--- src/rtl/interrupt_dispatch.sv ---
`default_nettype none
// ============================================================================
// Module      : interrupt_dispatch
// Description : CPU-side end of the interrupt path. Latches the winning
//               request from the priority encoder, presents it to the core
//               with a req/ack handshake, pulses a one-hot clear back to the
//               source on ack and tracks the in-service source until EOI.
//               No preemption; every output is registered.
// Ports       : clk, rst          - clock (rising edge), sync active-high reset
//               irq_valid, irq_id - request from priority encoder
//               cpu_irq, cpu_id   - request / latched ID to the core
//               cpu_ack, cpu_eoi  - core accepts / core finished handler
//               irq_clear         - one-hot, single-cycle clear to the source
//               in_service        - one-hot, source currently being serviced
//               busy              - high whenever a request is outstanding
//               done_cnt          - completed services, saturating
// Revision    : 1.0 - initial release
// ============================================================================
module interrupt_dispatch #(
  parameter int NUM_IRQ = 4,
  parameter int ID_W    = 2,
  parameter int CNT_W   = 8
) (
  input  logic               clk,
  input  logic               rst,
  input  logic               irq_valid,
  input  logic [ID_W-1:0]    irq_id,
  output logic               cpu_irq,
  output logic [ID_W-1:0]    cpu_id,
  input  logic               cpu_ack,
  input  logic               cpu_eoi,
  output logic [NUM_IRQ-1:0] irq_clear,
  output logic [NUM_IRQ-1:0] in_service,
  output logic               busy,
  output logic [CNT_W-1:0]   done_cnt
);

  typedef enum logic [1:0] {
    S_IDLE    = 2'd0,
    S_REQ     = 2'd1,
    S_SERVICE = 2'd2
  } state_t;

  // One extra bit so NUM_IRQ == 2**ID_W is representable.
  localparam logic [ID_W:0] ID_LIMIT = (ID_W+1)'(NUM_IRQ);

  state_t               state_q, state_d;
  logic [ID_W-1:0]      id_q, id_d;
  logic                 cpu_irq_q, cpu_irq_d;
  logic [ID_W-1:0]      cpu_id_q, cpu_id_d;
  logic [NUM_IRQ-1:0]   irq_clear_q, irq_clear_d;
  logic [NUM_IRQ-1:0]   in_service_q, in_service_d;
  logic                 busy_q, busy_d;
  logic [CNT_W-1:0]     done_cnt_q, done_cnt_d;

  logic                 id_in_range;
  logic [NUM_IRQ-1:0]   id_onehot;

  assign id_in_range = ({1'b0, irq_id} < ID_LIMIT);
  assign id_onehot   = NUM_IRQ'(1) << id_q;

  always_comb begin
    state_d      = state_q;
    id_d         = id_q;
    cpu_irq_d    = cpu_irq_q;
    cpu_id_d     = cpu_id_q;
    irq_clear_d  = '0;            // clear is only ever a one-cycle pulse
    in_service_d = in_service_q;
    done_cnt_d   = done_cnt_q;

    unique case (state_q)
      S_IDLE: begin
        // Out-of-range IDs are silently dropped; ack/eoi have no meaning here.
        if (irq_valid && id_in_range) begin
          id_d      = irq_id;
          cpu_id_d  = irq_id;
          cpu_irq_d = 1'b1;
          state_d   = S_REQ;
        end
      end
      S_REQ: begin
        // Encoder changes are ignored; an eoi on the ack edge is discarded.
        if (cpu_ack) begin
          cpu_irq_d    = 1'b0;
          irq_clear_d  = id_onehot;
          in_service_d = id_onehot;
          state_d      = S_SERVICE;
        end
      end
      S_SERVICE: begin
        if (cpu_eoi) begin
          in_service_d = '0;
          if (done_cnt_q != {CNT_W{1'b1}}) begin
            done_cnt_d = done_cnt_q + 1'b1;
          end
          state_d = S_IDLE;
        end
      end
      default: begin
        state_d = S_IDLE;
      end
    endcase

    busy_d = (state_d != S_IDLE);
  end

  always_ff @(posedge clk) begin
    if (rst) begin
      state_q      <= S_IDLE;
      id_q         <= '0;
      cpu_irq_q    <= 1'b0;
      cpu_id_q     <= '0;
      irq_clear_q  <= '0;
      in_service_q <= '0;
      busy_q       <= 1'b0;
      done_cnt_q   <= '0;
    end else begin
      state_q      <= state_d;
      id_q         <= id_d;
      cpu_irq_q    <= cpu_irq_d;
      cpu_id_q     <= cpu_id_d;
      irq_clear_q  <= irq_clear_d;
      in_service_q <= in_service_d;
      busy_q       <= busy_d;
      done_cnt_q   <= done_cnt_d;
    end
  end

  assign cpu_irq    = cpu_irq_q;
  assign cpu_id     = cpu_id_q;
  assign irq_clear  = irq_clear_q;
  assign in_service = in_service_q;
  assign busy       = busy_q;
  assign done_cnt   = done_cnt_q;

endmodule
`default_nettype wire

--- config.mk ---
export PLATFORM = sky130hd
export DESIGN_NAME = interrupt_dispatch
export DESIGN_NICKNAME = d
export VERILOG_FILES = /design/src/rtl/interrupt_dispatch.sv
export SDC_FILE = /design/constraint.sdc
export NUM_CORES = 1
export LEC_CHECK = 0
export BUFFER_PORTS_ARGS = -buffer_cell sky130_fd_sc_hd__buf_2
export CAP_MARGIN = 20
export CORE_MARGIN = 3
export CORE_UTILIZATION = 40
export DETAILED_ROUTE_END_ITERATION = 12
export GPL_ROUTABILITY_DRIVEN = 0
export PLACE_DENSITY = 0.68
export RECOVER_POWER = 50
export SYNTH_ARGS = -nofsm -noshare
export SYNTH_HDL_FRONTEND = slang
export SYNTH_SLANG_ARGS = --single-unit
export TNS_END_PERCENT = 1
--- constraint.sdc ---
create_clock -name clk -period 1.9 [get_ports clk]
set_clock_uncertainty 0.15 [all_clocks]
set_input_delay 0.57 -clock clk [delete_from_list [all_inputs] [get_ports clk]]
set_output_delay 0.57 -clock clk [all_outputs]
set_load 0.05 [all_outputs]
==> results of run 1 <==
Yosys cell counts:
master,number
a211oi_1,2
a21oi_1,7
a32oi_1,4
a41o_1,1
and2b_2,1
and3b_2,2
and4_1,1
clkbuf_1,3
dfxtp_1,22
ha_1,1
inv_1,3
mux2i_1,3
nand2_1,1
nand2b_1,2
nand3_1,4
nand3b_4,1
nand4_1,1
nor2_1,22
nor3_1,6
nor3b_1,2
o21ai_0,4
o21bai_1,1
or2_1,1
or2_2,2
or3_1,1
xnor2_1,1
xor2_1,1
routing by layer:
layer,global-route usage (%),wire length (microns),up-vias
met5,0,0,-
met4,6.38,10,0
met3,2.54,90,2
met2,22.9,890,16
met1,18.0,918,372
li1,-,-,411
cell type report:
cell class              instances  area (sq um)  share of cell area (%)
multi-input cells              72           422                    38.4
repair buffers                 27           138                    12.5
inverters                       3          11.3                    1.03
clock buffers                   3          22.5                    2.05
well taps                      27          33.8                    3.08
flip-flops and latches         22           440                    40.1
clock inverters                 1          30.0                    2.74
how the worst max path moves through the flow:
stage	from	endpoint	slack (ps)	cells after the start
6_report	done_cnt[3]	done_cnt[3]	60	1
5_1_grt	done_cnt[3]	done_cnt[3]	30	1
4_1_cts	done_cnt[3]	done_cnt[3]	70	1
3_5_place_dp	cpu_eoi	done_cnt[3]	110	5
3_3_place_gp	cpu_eoi	done_cnt[3]	170	5
2_1_floorplan	done_cnt[0]	done_cnt[1]	7	5
cell families after synthesis:
family | Yosys count | synth area share, %
multiplexers | 3 | 3.34
flip-flops | 22 | 49.0
adder cells (fa/ha/maj) | 1 | 1.39
XOR/XNOR | 2 | 1.95
AO/OA/AOI/OAI | 19 | 13.6
AND/OR/NAND/NOR | 47 | 28.1
buffers and inverters | 6 | 2.51
flip-flops by register name, summed over array words and instances (netlist names):
register / flops
in_service: 4
busy: 1
state_q: 2
done_cnt: 8
cpu_irq: 1
cpu_id: 2
irq_clear: 4
stage by stage:
step | utilization [%] | instances | total power [uW]
after CTS | 54.4 | 155 | 945
after global routing | 53.7 | 155 | 974
final | 53.7 | 155 | 943
after detailed placement | 51.8 | 151 | 597
after global placement | 51.8 | 151 | 596
after floorplan | - | 100 | 570
power groups by stage:
stage                     combinational (uW)  sequential [uW]  clock, uW
final                                   98.6              486        359
after global placement                  99.5              496          0
after floorplan                         38.3              532          0
after global routing                     106              489        380
after detailed placement                 100              497          0
after CTS                                101              487        357
==> flow_metrics.env, run 1 <==
export IMPL_status="complete, no violations"
export IMPL_grt_start_max_net_pins=15
export IMPL_synth_cell_types=27
export IMPL_critical_path_max_stage_delay_ps=490
export IMPL_routed_wl_mm=1.91
export IMPL_ios=27
export IMPL_final_area_sq_um=1100
export IMPL_hold_depth=2
export IMPL_final_common_cell="buf_2"
export IMPL_cts_root_buf="clkbuf_4"
export IMPL_grt_pass1_wl_mm=2.95
export IMPL_holdCritStartpoint="rst"
export IMPL_rrSetupSlack_ps=240
export IMPL_cts_buffer_depth=2
export IMPL_min_to="cpu_irq"
export IMPL_required_ps=1180
export IMPL_synthesis_nets=108
export IMPL_layout_drive_gt1_share_pct=27.3
export IMPL_post_cts_setup_buffers=0
export IMPL_crit_fanout=8
export IMPL_path_clk_slew_ps=120
export IMPL_fin_ws_ps=64.5
export IMPL_holdBufCountCts=0
export IMPL_r2r_start="state_q[1]"
export IMPL_initialDrtViolationCount=9
export IMPL_p_seq_share_pct=51.5
export IMPL_rsz0062_at_grt="no"
export IMPL_clkLatencyLatePin_ps=300
export IMPL_dp_hpwl_mm=1.39
export IMPL_vias=801
export IMPL_fill_cells=201
export IMPL_crit_buf_inv=1
export IMPL_ff2ff_path_depth=4
export IMPL_ir_drop_uv=414
export IMPL_start_util_pct=44.0
export IMPL_drc=0
export IMPL_comb_power_share_pct=10.4
export IMPL_synth_top_area_share_pct=49.0
export IMPL_internal_power_uw=717
export IMPL_cts_sinks=22
export IMPL_hold_class="primary input to flop"
export IMPL_wl_per_cell_microns=12.3
export IMPL_preCtsSetupSlack_ps=112
export IMPL_drv_slew=0
export IMPL_cp_data_arrival_time_ps=1120
export IMPL_path_cells="buf_2"
export IMPL_whs_ps=336
export IMPL_tns_ps=0
export IMPL_maxCapViolations=0
export IMPL_cts_tree="built"
export IMPL_cts_resized=0
export IMPL_p_per_area_nw_per_um2=860
export IMPL_critPathCaptureType="output port"
export IMPL_p_clk_share_pct=38.0
export IMPL_ys_ff_latch=22
export IMPL_die_y_microns=53.4
export IMPL_layout_common_cells="buf_2, nor2_1, dfxtp_1"
export IMPL_die_w_microns=53.4
export IMPL_htree_levels=1
export IMPL_numCtsBuffers=3
export IMPL_final_nets=137
export IMPL_cp_slowest_cell="dfxtp_1"
export IMPL_firstDrtPassIters=2
export IMPL_post_route_period_util_pct=96.6
export IMPL_r2r_end="done_cnt[3]"
export IMPL_diodes=0
export IMPL_critical_path_class="flop to output port"
export IMPL_crit_path_start_kind="flop"
export IMPL_yosys_warnings=0
export IMPL_synth_area_leaders="dfxtp_1, nor2_1, a21oi_1, a32oi_1, mux2i_1"
export IMPL_syn_area_per_cell_sq_um=8.98
export IMPL_worstMarginPinSlew_ps=425
export IMPL_drtAntennaViolNets=0
export IMPL_syn2layout_area_growth_pct=22.1
export IMPL_yosysTopAreaCell="dfxtp_1"
export IMPL_core_region_area_sq_um=2040
export IMPL_viasPerCell=5.17
export IMPL_switching_power_uw=226
export IMPL_post_dp_cell_area_sq_um=1060
export IMPL_syn_cell_area_sq_um=898
export IMPL_die_area_sq_um=2850
export IMPL_relSlewSlack_pct=71.6
export IMPL_yosysSeqAreaShare_pct=49.0
export IMPL_grt_pass1_vias=721
export IMPL_final_hold_violation_count=0
export IMPL_rows=16
export IMPL_gr_usage_all_layers_pct=14.1
export IMPL_overflow=0
export IMPL_critPathTopFamily="flip-flops"
export IMPL_leakage_uw=0.000481
export IMPL_synthCells=100
export IMPL_switching_share_pct=24.0
export IMPL_max_freq_mhz=545
export IMPL_finalSetupViolCount=0
export IMPL_port_buffers=26
export IMPL_fin_crit_ps=1840
export IMPL_grt_antenna_before_repair=0
(Power assumes the default switching activity.)
==> run 2, diff against run 1 <==
- SETUP_SLACK_MARGIN: unset -> 0.02
- clock period: 1.9 -> 2.1 ns (I/O delays scaled with it)
==> run 2 against run 1 <==
Compared with the run above: first-iteration DRC count up 56%; register-to-register slack improved by 190 ps; sequential power down 9.5%; final cell count is 0.65% lower; critical path type unchanged; largest cell class unchanged; largest power group unchanged; highest routed layer unchanged.
==> flow_metrics.env, run 2 (synthesis gave the netlist of run 1 again) <==
export IMPL_status="complete, no violations"
export IMPL_grt_start_max_net_pins=19
export IMPL_crit_path_start_kind="flop"
export IMPL_initialDrtViolationCount=14
export IMPL_dp_hpwl_mm=1.37
export IMPL_layout_drive_gt1_share_pct=25.2
export IMPL_finalPower_uw=853
export IMPL_cts_sinks=22
export IMPL_internal_power_uw=647
export IMPL_firstDrtPassIters=4
export IMPL_cts_root_buf="clkbuf_4"
export IMPL_overflow=0
export IMPL_maxCapViolations=0
export IMPL_start_util_pct=44.0
export IMPL_drv_slew=0
export IMPL_numCtsBuffers=3
export IMPL_final_area_sq_um=1090
export IMPL_grt_antenna_before_repair=0
export IMPL_path_clk_slew_ps=130
export IMPL_cp_data_arrival_time_ps=1100
export IMPL_wl_per_cell_microns=12.3
export IMPL_drtAntennaViolNets=0
export IMPL_hold_class="flop to flop"
export IMPL_cts_tree="built"
export IMPL_critPathCaptureType="output port"
export IMPL_core_region_area_sq_um=2040
export IMPL_critical_path_class="flop to output port"
export IMPL_post_dp_cell_area_sq_um=1050
export IMPL_post_cts_setup_buffers=0
export IMPL_rows=16
export IMPL_relSlewSlack_pct=60.4
export IMPL_diodes=0
export IMPL_layout_common_cells="buf_2, nor2_1, dfxtp_1"
export IMPL_fin_crit_ps=1880
export IMPL_critical_path_max_stage_delay_ps=460
export IMPL_ir_drop_uv=336
export IMPL_tns_ps=0
export IMPL_preCtsSetupSlack_ps=261
export IMPL_switching_share_pct=24.1
export IMPL_final_common_cell="buf_2"
export IMPL_clkLatencyLatePin_ps=310
export IMPL_required_ps=1320
export IMPL_routed_wl_mm=1.90
export IMPL_ios=27
export IMPL_critPathTopFamily="buffers and inverters"
export IMPL_crit_buf_inv=1
export IMPL_rsz0062_at_grt="no"
export IMPL_gr_usage_all_layers_pct=14.9
export IMPL_die_area_sq_um=2850
export IMPL_port_buffers=26
export IMPL_p_clk_share_pct=38.2
export IMPL_comb_power_share_pct=10.2
export IMPL_p_per_area_nw_per_um2=784
export IMPL_max_freq_mhz=532
export IMPL_grt_pass1_wl_mm=3.08
export IMPL_die_y_microns=53.4
export IMPL_switching_power_uw=205
export IMPL_grt_use_met3_pct=2.82
export IMPL_holdBufCountCts=0
export IMPL_cp_slowest_cell="clkbuf_1"
export IMPL_p_seq_share_pct=51.6
export IMPL_post_route_period_util_pct=89.6
export IMPL_grt_pass1_vias=747
export IMPL_crit_fanout=1
export IMPL_final_nets=136
export IMPL_viasPerCell=5.19
export IMPL_grt_busiest_layer="met2"
export IMPL_grtUsageMet2_pct=22.7
export IMPL_post_route_util_pct=53.2
export IMPL_path_cells="clkbuf_1"
export IMPL_htree_levels=1
export IMPL_final_hold_violation_count=0
export IMPL_cts_buffer_depth=2
export IMPL_finalSetupViolCount=0
export IMPL_worstMarginPinSlew_ps=597
export IMPL_cts_resized=0
export IMPL_die_w_microns=53.4
export IMPL_fin_ws_ps=219
export IMPL_largest_register_ffs=8
export IMPL_drc=0
export IMPL_leakage_uw=0.000469
export IMPL_vias=799
export IMPL_syn2layout_area_growth_pct=21.0
export IMPL_grt_util_met1_pct=19.2
-- run 2: metal layers --
layer  vias to the layer above  share of wire, %  wire [microns]
met4                         0              0.63              12
li1                        409                 -               -
met2                        24                46             878
met3                         2               5.4             102
met1                       364                48             906
met5                         -                 0               0
-- run 2: area by class of cell --
cell class	instances	area, sq um
Timing Repair Buffer	26	128
Clock buffer	3	22.5
Multi-Input combinational cell	72	422
Inverter	3	11.3
Sequential cell	22	440
Fill cell	211	955
Clock inverter	1	30.0
Tap cell	27	33.8
-- run 2: stage by stage --
step / std cells / hold WS, ps
after floorplan: 100 / 407
after global placement: 150 / 319
after detailed placement: 150 / 326
after CTS: 154 / 356
after global routing: 154 / 384
final: 154 / 352
-- run 2: final timing paths --
check | startpoint | to | slack [ps] | cells after the start
worst max-delay path | irq_clear[3] | irq_clear[3] | 220 | 1
worst min-delay path | in_service[1] | in_service[1] | 350 | 2
worst max register to register | done_cnt[0] | done_cnt[1] | 430 | 5
worst min register to register | in_service[1] | in_service[1] | 350 | 2
-- run 2: power by group through the flow --
stage          Clock, uW  Combinational, uW  Sequential (uW)
2_1_floorplan          0               34.6              481
4_1_cts              330               89.5              440
5_1_grt              348               93.9              442
3_3_place_gp           0               88.4              449
3_5_place_dp           0               89.2              450
6_report             326               86.8              440
==> run 3, diff against run 2 <==
- ABC_AREA: unset -> 1
- GPL_ROUTABILITY_DRIVEN: 0 -> unset
==> run 3 against run 2 <==
Compared with the run above: die area rose by 0.62%; first-iteration DRC count rose by 50%; routed wire length fell by 5.9%; clock power fell by 30%; via count rose by 4.1%; design area fell by 0.23%; register-to-register slack barely moved; core utilization fell by 0.12 points; worst hold slack got worse by 24 ps; critical endpoint is now irq_clear[0].
==> flow_metrics.env, run 3 <==
export IMPL_fin_crit_ps=1870
export IMPL_holdBufCountCts=0
export IMPL_grt_pass1_vias=696
export IMPL_critPathCaptureType="output port"
export IMPL_multi_input_area_sq_um=377
export IMPL_leakage_uw=0.000493
export IMPL_largest_register_ffs=8
export IMPL_path_cells="clkbuf_1"
export IMPL_critPathTopFamily="buffers and inverters"
export IMPL_required_ps=1320
export IMPL_final_common_cell="buf_2"
export IMPL_numCtsBuffers=3
export IMPL_crit_start="irq_clear[0]"
export IMPL_async_reset_ff_share_pct=0
export IMPL_die_y_microns=53.6
export IMPL_htree_levels=1
export IMPL_final_nets=155
export IMPL_register_area_sq_um=440
export IMPL_syn2layout_area_growth_pct=19.9
export IMPL_synth_area_leaders="dfxtp_1, nand2_1, nand3_1, inv_1, nor2_1"
export IMPL_synthesis_nets=125
export IMPL_post_route_period_util_pct=88.9
export IMPL_synth_top_cells_by_count="dfxtp_1, nand2_1, inv_1, nor2_1, nand3_1"
export IMPL_ys_flop_type="dfxtp_1"
export IMPL_relSlewSlack_pct=60.1
export IMPL_max_freq_mhz=536
export IMPL_r2r_start="done_cnt[0]"
export IMPL_final_hold_violation_count=0
export IMPL_maxCapViolations=0
export IMPL_start_util_pct=44.3
export IMPL_cts_resized=0
export IMPL_drv_slew=0
export IMPL_crit_buf_inv=1
export IMPL_synth_edff_count=0
export IMPL_dp_hpwl_mm=1.38
export IMPL_holdCritStartpoint="in_service[2]"
export IMPL_synthCells=117
export IMPL_layout_common_cells="buf_2, dfxtp_1, nand2_1"
export IMPL_ys_ff_latch=22
export IMPL_fill_cells=223
export IMPL_layout_drive_gt1_share_pct=23.3
export IMPL_worstMarginPinSlew_ps=601
export IMPL_cts_buffer_depth=2
export IMPL_yosys_warnings=0
export IMPL_hold_class="flop to flop"
export IMPL_synth_top_area_share_pct=48.7
export IMPL_synth_most_common_cell="dfxtp_1"
export IMPL_clkLatencyLatePin_ps=300
export IMPL_drtAntennaViolNets=0
export IMPL_cts_tree="built"
export IMPL_initialDrtViolationCount=21
export IMPL_grt_start_max_net_pins=13
export IMPL_crit_fanout=1
export IMPL_dpl_cell_count=169
export IMPL_tns_ps=0
export IMPL_firstDrtPassIters=4
export IMPL_viasPerCell=4.81
export IMPL_routed_wl_mm=1.79
export IMPL_finalWeightedCongestion=0.776
export IMPL_wl_per_cell_microns=10.3
export IMPL_ios=27
export IMPL_post_route_util_pct=53.1
export IMPL_rows=16
export IMPL_critical_path_max_stage_delay_ps=460
export IMPL_cp_data_arrival_time_ps=1090
export IMPL_status="complete, no violations"
export IMPL_vias=832
export IMPL_ir_drop_uv=362
export IMPL_final_cells=173
export IMPL_syn_area_per_cell_sq_um=7.73
export IMPL_port_buffers=26
export IMPL_path_clk_slew_ps=120
export IMPL_synth_cell_types=21
export IMPL_overflow=0
export IMPL_gr_usage_all_layers_pct=13.7
export IMPL_core_region_area_sq_um=2040
export IMPL_yosysSeqAreaShare_pct=48.7
export IMPL_cts_sinks=22
export IMPL_crit_path_start_kind="flop"
export IMPL_syn_cell_area_sq_um=905
export IMPL_cp_slowest_cell="clkbuf_1"
export IMPL_grt_pass1_wl_mm=2.93
export IMPL_rsz0062_at_grt="no"
export IMPL_critical_path_class="flop to output port"
export IMPL_yosysTopAreaCell="dfxtp_1"
export IMPL_die_area_sq_um=2870
export IMPL_finalSetupViolCount=0
export IMPL_cts_root_buf="clkbuf_4"
export IMPL_post_cts_setup_buffers=0
export IMPL_grt_antenna_before_repair=0
export IMPL_diodes=0
export IMPL_p_per_area_nw_per_um2=704
export IMPL_drc=0
export IMPL_die_w_microns=53.6
run 3: changes by cell type after synthesis, sizes merged, moves of 4 or more:
cell / previous run / this run
nand3: 4 / 13
o22ai: 0 / 4
inv: 3 / 18
nand4: 1 / 5
nand2: 1 / 22
nor2: 22 / 16
nor3: 6 / 0
a32oi: 4 / 0
run 3: final timing paths:
check | slack [ps] | endpoint | cells after the start
worst min-delay path | 330 | in_service[2] | 2
worst min register to register | 330 | in_service[2] | 2
worst max register to register | 430 | done_cnt[4] | 6
worst max-delay path | 230 | irq_clear[0] | 1
run 3: where the power goes:
| part | internal, uW | switching, uW | leakage, uW |
|---|---|---|---|
| Sequential | 430 | 9.28 | 0.000179 |
| Combinational | 23.8 | 72.4 | 0.000293 |
| Clock | 106 | 122 | 0.0000210 |
run 3: layout make-up:
class	count	share of cell area (%)
Clock buffer	4	3.34
Inverter	19	6.57
Multi-Input combinational cell	75	34.7
Sequential cell	22	40.6
Tap cell	27	3.11
Timing Repair Buffer	26	11.6
run 3: metal layers:
layer	vias up	wire (microns)	track usage [%]
met3	2	85	2.49
li1	437	-	-
met5	-	0	0
met4	0	10	5.11
met1	371	920	19.5
met2	22	771	20.4
run 3: cell families after synthesis:
family | share of synthesized area (%)
AOI/OAI and AO/OA | 11.6
adders and majority gates | 1.38
DFF | 48.7
and+or+nand+nor | 29.2
buffers and inverters | 9.13
run 3: worst reg2reg max path: cells and delay by family (launching register included):
| family | cells | cell delay (ps) |
|---|---|---|
| adders and majority gates | 1 | 260 |
| DFF | 1 | 420 |
| and+or+nand+nor | 4 | 660 |
| AOI/OAI and AO/OA | 1 | 60 |
run 3: metrics by stage:
stage | setup slack (ps) | power [uW] | cell area, sq um | hold slack, ps
after detailed placement | 372 | 546 | 1060 | 310
final | 234 | 764 | 1080 | 328
after global placement | 463 | 545 | 1060 | 302
after CTS | 262 | 771 | 1090 | 332
after global routing | 199 | 796 | 1080 | 339
after floorplan | 240 | 519 | 905 | 395
